### config.mk
export PLATFORM = sky130hd
export DESIGN_NAME = fft_sdf_stage
export DESIGN_NICKNAME = d
export VERILOG_FILES = /design/src/rtl/fft_sdf_stage.sv
export SDC_FILE = /design/constraint.sdc
export NUM_CORES = 1
export LEC_CHECK = 0
export CORE_ASPECT_RATIO = 0.5
export CORE_MARGIN = 2
export CORE_UTILIZATION = 30
export CTS_CLUSTER_DIAMETER = 40
export DETAILED_ROUTE_END_ITERATION = 8
export PLACE_DENSITY = 0.48
export SLEW_MARGIN = 15
export SYNTH_ARGS = -nofsm -noshare
export SYNTH_HDL_FRONTEND = slang
export SYNTH_SLANG_ARGS = --single-unit
export TNS_END_PERCENT = 30
### constraint.sdc
create_clock -name clk -period 10.48 [get_ports clk]
set_clock_uncertainty 0.15 [all_clocks]
set_input_delay 1.048 -clock clk [delete_from_list [all_inputs] [get_ports clk]]
set_output_delay 1.048 -clock clk [all_outputs]
set_load 0.02 [all_outputs]
### src/rtl/fft_sdf_stage.sv
// fft_sdf_stage: radix-2 DIF single-path-delay-feedback FFT stage with twiddle multiply and saturation flag
module fft_sdf_stage #(
  parameter int DBW = 8,
  parameter int CBW = 4,
  parameter int STG = 0
) (
  input  logic                    clk,
  input  logic                    rst_n,
  input  logic                    in_valid,
  input  logic [2*DBW-1:0]        din,
  input  logic                    inverse,
  input  logic [DBW*(2**CBW)-1:0] trigon,
  output logic                    out_valid,
  output logic [2*DBW-1:0]        dout,
  output logic                    sat
);
  localparam int D  = 2**(CBW-1-STG);
  localparam int AW = (CBW-1-STG) > 0 ? CBW-1-STG : 1;
  localparam int PW = 2*DBW+2;
  localparam logic [CBW-1:0] DL = CBW'(D);
  localparam logic signed [PW-1:0] MAXV = PW'(2**(DBW-1)-1);
  localparam logic signed [PW-1:0] MINV = ~MAXV;
  localparam logic signed [PW-1:0] RND  = PW'(2**(DBW-2));
  localparam logic signed [DBW+1:0] ONE = 1;
  logic [CBW-1:0] cnt, fill;
  logic inv_q, inv_eff, phase_b, filled, clip_r, clip_i;
  logic [2*DBW-1:0] mem [D];
  logic [2*DBW-1:0] f, w;
  logic [AW-1:0] ptr;
  logic [CBW-2:0] pl, widx;
  logic signed [DBW-1:0] fr, fi, dr, di, wr, wi, sum_r, sum_i, dif_r, dif_i, mr, mi;
  logic signed [DBW:0] wc;
  logic signed [DBW+1:0] ar, ai, br, bi;
  logic signed [PW-1:0] pr, pi, sr, si;
  // Datapath: butterfly halves for phase B, rounded/saturated twiddle product for phase A
  always_comb begin
    phase_b = cnt[CBW-1-STG];
    ptr     = D == 1 ? '0 : cnt[AW-1:0];
    pl      = (CBW-1)'(cnt[AW-1:0]);
    widx    = D == 1 ? '0 : pl << STG;
    filled  = fill == DL;
    inv_eff = cnt == '0 ? inverse : inv_q;
    f       = mem[ptr];
    w       = trigon[int'(widx)*2*DBW +: 2*DBW];
    {fi, fr} = f;
    {di, dr} = din;
    {wi, wr} = w;
    ar    = (DBW+2)'(fr) + (DBW+2)'(dr) + ONE;
    ai    = (DBW+2)'(fi) + (DBW+2)'(di) + ONE;
    br    = (DBW+2)'(fr) - (DBW+2)'(dr) + ONE;
    bi    = (DBW+2)'(fi) - (DBW+2)'(di) + ONE;
    sum_r = DBW'(ar >>> 1);
    sum_i = DBW'(ai >>> 1);
    dif_r = DBW'(br >>> 1);
    dif_i = DBW'(bi >>> 1);
    wc    = inv_eff ? -(DBW+1)'(wi) : (DBW+1)'(wi);
    pr    = PW'(fr) * PW'(wr) - PW'(fi) * PW'(wc) + RND;
    pi    = PW'(fr) * PW'(wc) + PW'(fi) * PW'(wr) + RND;
    sr    = pr >>> (DBW-1);
    si    = pi >>> (DBW-1);
    clip_r = (sr > MAXV) || (sr < MINV);
    clip_i = (si > MAXV) || (si < MINV);
    mr    = sr > MAXV ? MAXV[DBW-1:0] : sr < MINV ? MINV[DBW-1:0] : sr[DBW-1:0];
    mi    = si > MAXV ? MAXV[DBW-1:0] : si < MINV ? MINV[DBW-1:0] : si[DBW-1:0];
  end
  // Control and registered output: count accepts, track fill, latch inverse at frame start
  always_ff @(posedge clk or negedge rst_n) begin
    if (!rst_n) begin
      cnt       <= '0;
      fill      <= '0;
      inv_q     <= 1'b0;
      out_valid <= 1'b0;
      dout      <= '0;
      sat       <= 1'b0;
    end else begin
      out_valid <= in_valid && filled;
      sat       <= in_valid && filled && !phase_b && (clip_r || clip_i);
      if (in_valid) begin
        cnt <= cnt + 1'b1;
        if (!filled) fill <= fill + 1'b1;
        if (cnt == '0) inv_q <= inverse;
        if (filled) dout <= phase_b ? {sum_i, sum_r} : {mi, mr};
      end
    end
  end
  // Delay line: phase A stores the input, phase B stores the halved difference
  always_ff @(posedge clk) begin
    if (in_valid) mem[ptr] <= phase_b ? {dif_i, dif_r} : din;
  end
endmodule

==> results of run 1 <==
-- stage by stage --
stage	hold WS [ns]	util [%]	cell area (sq um)
6_report	0.342	35.8	23400
5_1_grt	0.360	35.8	23400
4_1_cts	0.345	35.8	23400
3_5_place_dp	0.333	34.9	22800
3_3_place_gp	0.321	34.9	22800
2_1_floorplan	0.296	-	19900
-- routing by layer --
| metal | vias to the layer above | wire (um) | global-route usage [%] |
|---|---|---|---|
| met1 | 7060 | 27000 | 24.6 |
| met2 | 218 | 28300 | 30.6 |
| li1 | 6287 | - | - |
| met5 | - | 0 | 0 |
| met3 | 31 | 2150 | 1.56 |
| met4 | 0 | 646 | 3.12 |
-- state kept, by name, indices dropped and copies added (netlist names) --
register and cells:
out_valid 1, inv_q 1, sat 1, cnt 4, dout 16, mem 128, fill 4
-- worst min-delay path by stage --
stage | from | end | slack (ns) | depth (start not counted)
5_1_grt | fill[3]$_DFFE_PN0P_ | fill[3]$_DFFE_PN0P_ | 0.36 | 1
3_5_place_dp | dout[15]$_DFFE_PN0P_ | dout[15]$_DFFE_PN0P_ | 0.33 | 2
3_3_place_gp | fill[3]$_DFFE_PN0P_ | fill[3]$_DFFE_PN0P_ | 0.32 | 1
4_1_cts | fill[3]$_DFFE_PN0P_ | fill[3]$_DFFE_PN0P_ | 0.35 | 1
2_1_floorplan | fill[3]$_DFFE_PN0P_ | fill[3]$_DFFE_PN0P_ | 0.30 | 1
6_report | fill[3]$_DFFE_PN0P_ | fill[3]$_DFFE_PN0P_ | 0.34 | 1
-- cell families after synthesis --
group,synth area share (%)
xor gates and xnor gates,3.52
DFF,22.7
muxes,8.82
AOI/OAI and AO/OA,5.19
and+or+nand+nor,10.2
buffers and inverters,9.37
adders and majority gates,40.1
-- layout make-up --
| cell class | instances | area, sq um | area share [%] |
|---|---|---|---|
| Antenna cell | 1 | 2.50 | 0.0107 |
| Clock inverter | 15 | 186 | 0.797 |
| Tap cell | 884 | 1110 | 4.73 |
| Sequential cell | 155 | 4530 | 19.4 |
| Multi-Input combinational cell | 1242 | 13600 | 58.0 |
| Timing Repair Buffer | 213 | 2010 | 8.60 |
| Inverter | 417 | 1570 | 6.69 |
| Clock buffer | 17 | 425 | 1.82 |
-- cells in the final DEF, fill, tap and decap left out, types with 4 or more instances in the layout --
cell             Yosys  layout
inv_1              413     413
fa_1               303     303
nor2_1             214     213
clkdlybuf4s50_1      0     165
ha_1               153     153
edfxtp_1           128     128
nand2_1            123     123
mux4_2              64      64
xnor2_1             54      54
a21oi_1             51      51
or2_2               49      49
buf_4                7      48
xor2_1              24      24
dfrtp_1             27      23
o21ai_0             24      21
and2_1              18      19
clkbuf_16            0      17
a21o_1              14      14
mux2i_1             23      13
nand2b_1            11      11
mux2i_2              1      10
nor2b_1              9       9
o21bai_1             9       9
nor3_1               8       6
o21ai_1              3       6
a221oi_1             5       5
and3_1               5       5
nand3_1              5       5
o221ai_1             5       5
clkinv_8             0       5
nor3_2               2       4
mux2_2               4       4
nand4_1              4       4
o211ai_1             4       4
o21a_1               4       4
inv_6                0       4
inv_8                0       4
==> impl_metrics.tcl, run 1 <==
set metrics [dict create \
    status "finished, final reports clean" \
    r2r-start "cnt[0]$_DFFE_PN0P_" \
    htreeDepth 4 \
    ctsHoldBuffers 0 \
    cts_setup_buffers 0 \
    layout-drive-gt1-share_pct 11.3 \
    final.min_clock_period_ns 9.21 \
    grt_max_degree 50 \
    synth_most_common_cell "inv_1" \
    die_h_um 186 \
    n_fill_cell 6564 \
    num-nets-final 2650 \
    path_common_cell "fa_1" \
    hold_violations 0 \
    yosysSeqAreaShare_pct 22.7 \
    root_buffer "clkbuf_16" \
    fin_tns_setup_ns 0 \
    drc 0 \
    synth-edff-count 128 \
    r2r_end "dout[2]$_DFFE_PN0P_" \
    critPathArrivalTime_ns 9.39 \
    place_ws_ns 0.845 \
    post_synth_most_frequent_cells "inv_1, fa_1, nor2_1, ha_1, edfxtp_1" \
    r2r_cells 27 \
    final.setup.worst_slack_ns 1.27 \
    io_pins 166 \
    path_max_fanout 36 \
    start_util_pct 30.5 \
    rsz0062_at_grt "false" \
    clk_pin_slew_worst_paths_ns 0.07 \
    die_x_um 368 \
    netlist_area_sq_mm 0.0199 \
    critical_path_class "reg2reg" \
    fmax_mhz 109 \
    critical_path_depth 27 \
    vias 13600 \
    setup_viol 0 \
    vias_per_cell 4.62 \
    reg2reg_slack_ns 1.27 \
    syn_to_final_growth_pct 17.6 \
    slew_headroom_pct 23.3 \
    die-area_sq_mm 0.0685 \
    clkLatencyLatePin_ns 0.44 \
    grt_antenna_before_repair 2 \
    first_pass_iters 5 \
    min_path_type "reg2reg" \
    cp-startpoint "cnt[0]$_DFFE_PN0P_" \
    grt_usage_pct 17.7 \
    worst_pin_slew_ns 1.15 \
    cap_violations 0 \
    syn_inst 1879 \
    syn_avg_cell_area_sq_um 10.6 \
    cp-endpoint "dout[2]$_DFFE_PN0P_" \
    cp-end-kind "register" \
    avgRoutedWirePerCell_um 19.7 \
    tritoncts "built" \
    synth_top_flop_cell "edfxtp_1" \
    clock-sinks 155 \
    critPathBufInv 5 \
    cp.required_ns 10.67 \
    synth-async-reset-ratio_pct 17.4 \
    dp.cells 2911 \
    slowest_delay_ns 0.83 \
    cp_top_family "adder cells" \
    core_area_sq_mm 0.0652 \
    synth_largest_area_cell "fa_1" \
    drt_iter0_drc 809 \
    syn-num-nets 2483 \
    cts_resized 0 \
    num_rows 66 \
    cts_buffers 17 \
    drv_slew 0 \
    cpMaxStageDelayCell "dfrtp_4" \
    finalCritPeriodShare_pct 87.8 \
    clock_path_buffers 2 \
    ant_nets 0 \
    synthTopCellsByArea "fa_1, edfxtp_1, ha_1, inv_1, mux4_2" \
    place_congestion 0.899 \
    wl_mm 58.1 \
    place_hpwl_mm 47.3 \
    grt_pass1_vias 14800 \
    port_buffers 165 \
    synth.distinct_cells 73 \
    grt_overflow 0 \
    start_kind "register" \
    fin_cells 2944 \
    grt_pass1_wl_mm 90.5 \
    ys_ff_latch 155 \
    netlist.area_leader.share_pct 30.5 \
    yosysWarnings 0 \
]
Power of run 1 is not shown: default switching activity piles up to over one toggle a cycle in this logic, so the estimate is an artifact.
==> run 2, diff against run 1 <==
CAP_MARGIN = 30   (was default)
CTS_CLUSTER_DIAMETER = 100   (was 40)
==> run 2 against run 1 <==
  * Non-clock buffer count up 10
  * Setup slack better by 0.039 ns
  * Utilization is 0.14 points higher
  * Final area grew 0.40%
  * Sequential share of layout area decreased by 0.077 points
  * Clock-buffer cell count stayed put
  * Sequential cell count stayed put
  * Critical endpoint is now dout[12]$_DFFE_PN0P_
  * Largest cell class unchanged
==> impl_metrics.tcl, run 2 (synthesized netlist as in run 1, its figures left out) <==
set metrics [dict create \
    status "finished, final reports clean" \
    worst_pin_slew_ns 0.901 \
    slowest_delay_ns 0.56 \
    critPathArrivalTime_ns 9.34 \
    fmax_mhz 109 \
    cts_buffers 17 \
    top_regs "mem x128, dout x16" \
    ant_nets 0 \
    layout-drive-gt1-share_pct 11.7 \
    tritoncts "built" \
    die_h_um 186 \
    cts_resized 0 \
    core_area_sq_mm 0.0652 \
    grt_usage_pct 17.8 \
    cp.required_ns 10.65 \
    start_kind "input pin" \
    place_congestion 0.899 \
    hold_violations 0 \
    setup_viol 0 \
    final_cell_mix "inv_1, fa_1, nor2_1" \
    vias 13700 \
    insertedDiodeCount 0 \
    ctsHoldBuffers 0 \
    die_x_um 368 \
    place_hpwl_mm 47.5 \
    dp.cells 2918 \
    cp_top_family "adder cells" \
    placed_area_sq_mm 0.0228 \
    cts_setup_buffers 0 \
    cap_violations 0 \
    first_pass_iters 5 \
    rsz0062_at_grt "false" \
    clkLatencyLatePin_ns 0.43 \
    path_common_cell "fa_1" \
    finalCritPeriodShare_pct 87.5 \
    cp-end-kind "register" \
    path_max_fanout 18 \
    num-nets-final 2660 \
    clock_path_buffers 2 \
    grt_antenna_before_repair 2 \
    fin_cells 2953 \
    final.min_clock_period_ns 9.17 \
    htreeDepth 4 \
    largest_register "mem" \
    io_pins 166 \
    vias_per_cell 4.64 \
    largest_register_ffs 128 \
    drv_slew 0 \
    die-area_sq_mm 0.0685 \
    n_fill_cell 6610 \
    grt_pass1_vias 14900 \
    avgRoutedWirePerCell_um 19.8 \
    clock-sinks 155 \
    root_buffer "clkbuf_16" \
    fin_tns_setup_ns 0 \
    critical_path_class "in2reg" \
    clk_pin_slew_worst_paths_ns 0.07 \
    grt_overflow 0 \
    port_buffers 165 \
    slew_headroom_pct 39.3 \
    grt_max_degree 50 \
    wl_mm 58.4 \
    drt_iter0_drc 868 \
    cpMaxStageDelayCell "fa_1" \
    num_rows 66 \
    min_path_type "reg2reg" \
    critPathBufInv 6 \
    start_util_pct 30.5 \
    design_area_sq_mm 0.0235 \
    drc 0 \
    final_common_cell "inv_1" \
    syn_to_final_growth_pct 18.1 \
    grt_pass1_wl_mm 91.2 \
]
[run 2: changes by cell type in the layout (fill, tap and decap cells not counted), sizes merged]
cell    previous run  this run
diode              1         0
clkbuf            17        18
clkinv             7        10
buf               48        57
inv              425       422
[run 2: path summary, 6_finish.rpt]
| kind | from | endpoint | slack, ns | cells after the start |
|---|---|---|---|---|
| max in group asynchronous | rst_n | cnt[0]$_DFFE_PN0P_ | 8.98 | 2 |
| min in group asynchronous | rst_n | dout[14]$_DFFE_PN0P_ | 0.87 | 2 |
| setup / recovery | trigon[120] | dout[12]$_DFFE_PN0P_ | 1.31 | 29 |
| setup reg to reg | cnt[0]$_DFFE_PN0P_ | dout[2]$_DFFE_PN0P_ | 1.31 | 27 |
| hold reg to reg | dout[8]$_DFFE_PN0P_ | dout[8]$_DFFE_PN0P_ | 0.34 | 1 |
| hold / removal | dout[8]$_DFFE_PN0P_ | dout[8]$_DFFE_PN0P_ | 0.34 | 1 |
[run 2: stage by stage]
step | hold WS, ns | worst slack, ns | util [%]
finish | 0.342 | 1.31 | 36.0
global route | 0.374 | 0.802 | 36.0
CTS | 0.352 | 1.30 | 36.0
detailed placement | 0.336 | 0.874 | 35.0
global placement | 0.321 | 0.949 | 34.9
floorplan | 0.296 | 1.47 | -
[run 2: final cells by class]
class	instances	area (sq um)	area share, %
clock buffers	17	425	1.81
clock inverters	15	214	0.911
well taps	884	1110	4.71
repair buffers	223	2080	8.86
inverters	417	1570	6.67
multi-input cells	1242	13600	57.8
flip-flops and latches	155	4530	19.3
[run 2: routing by layer]
metal	track usage (%)	routed length, um	vias to the layer above
li1	-	-	6301
met1	24.9	27500	7144
met2	30.8	28300	243
met3	1.58	2030	21
met4	2.47	525	0
met5	0	0	-
Power of run 2 is left out for the same reason.
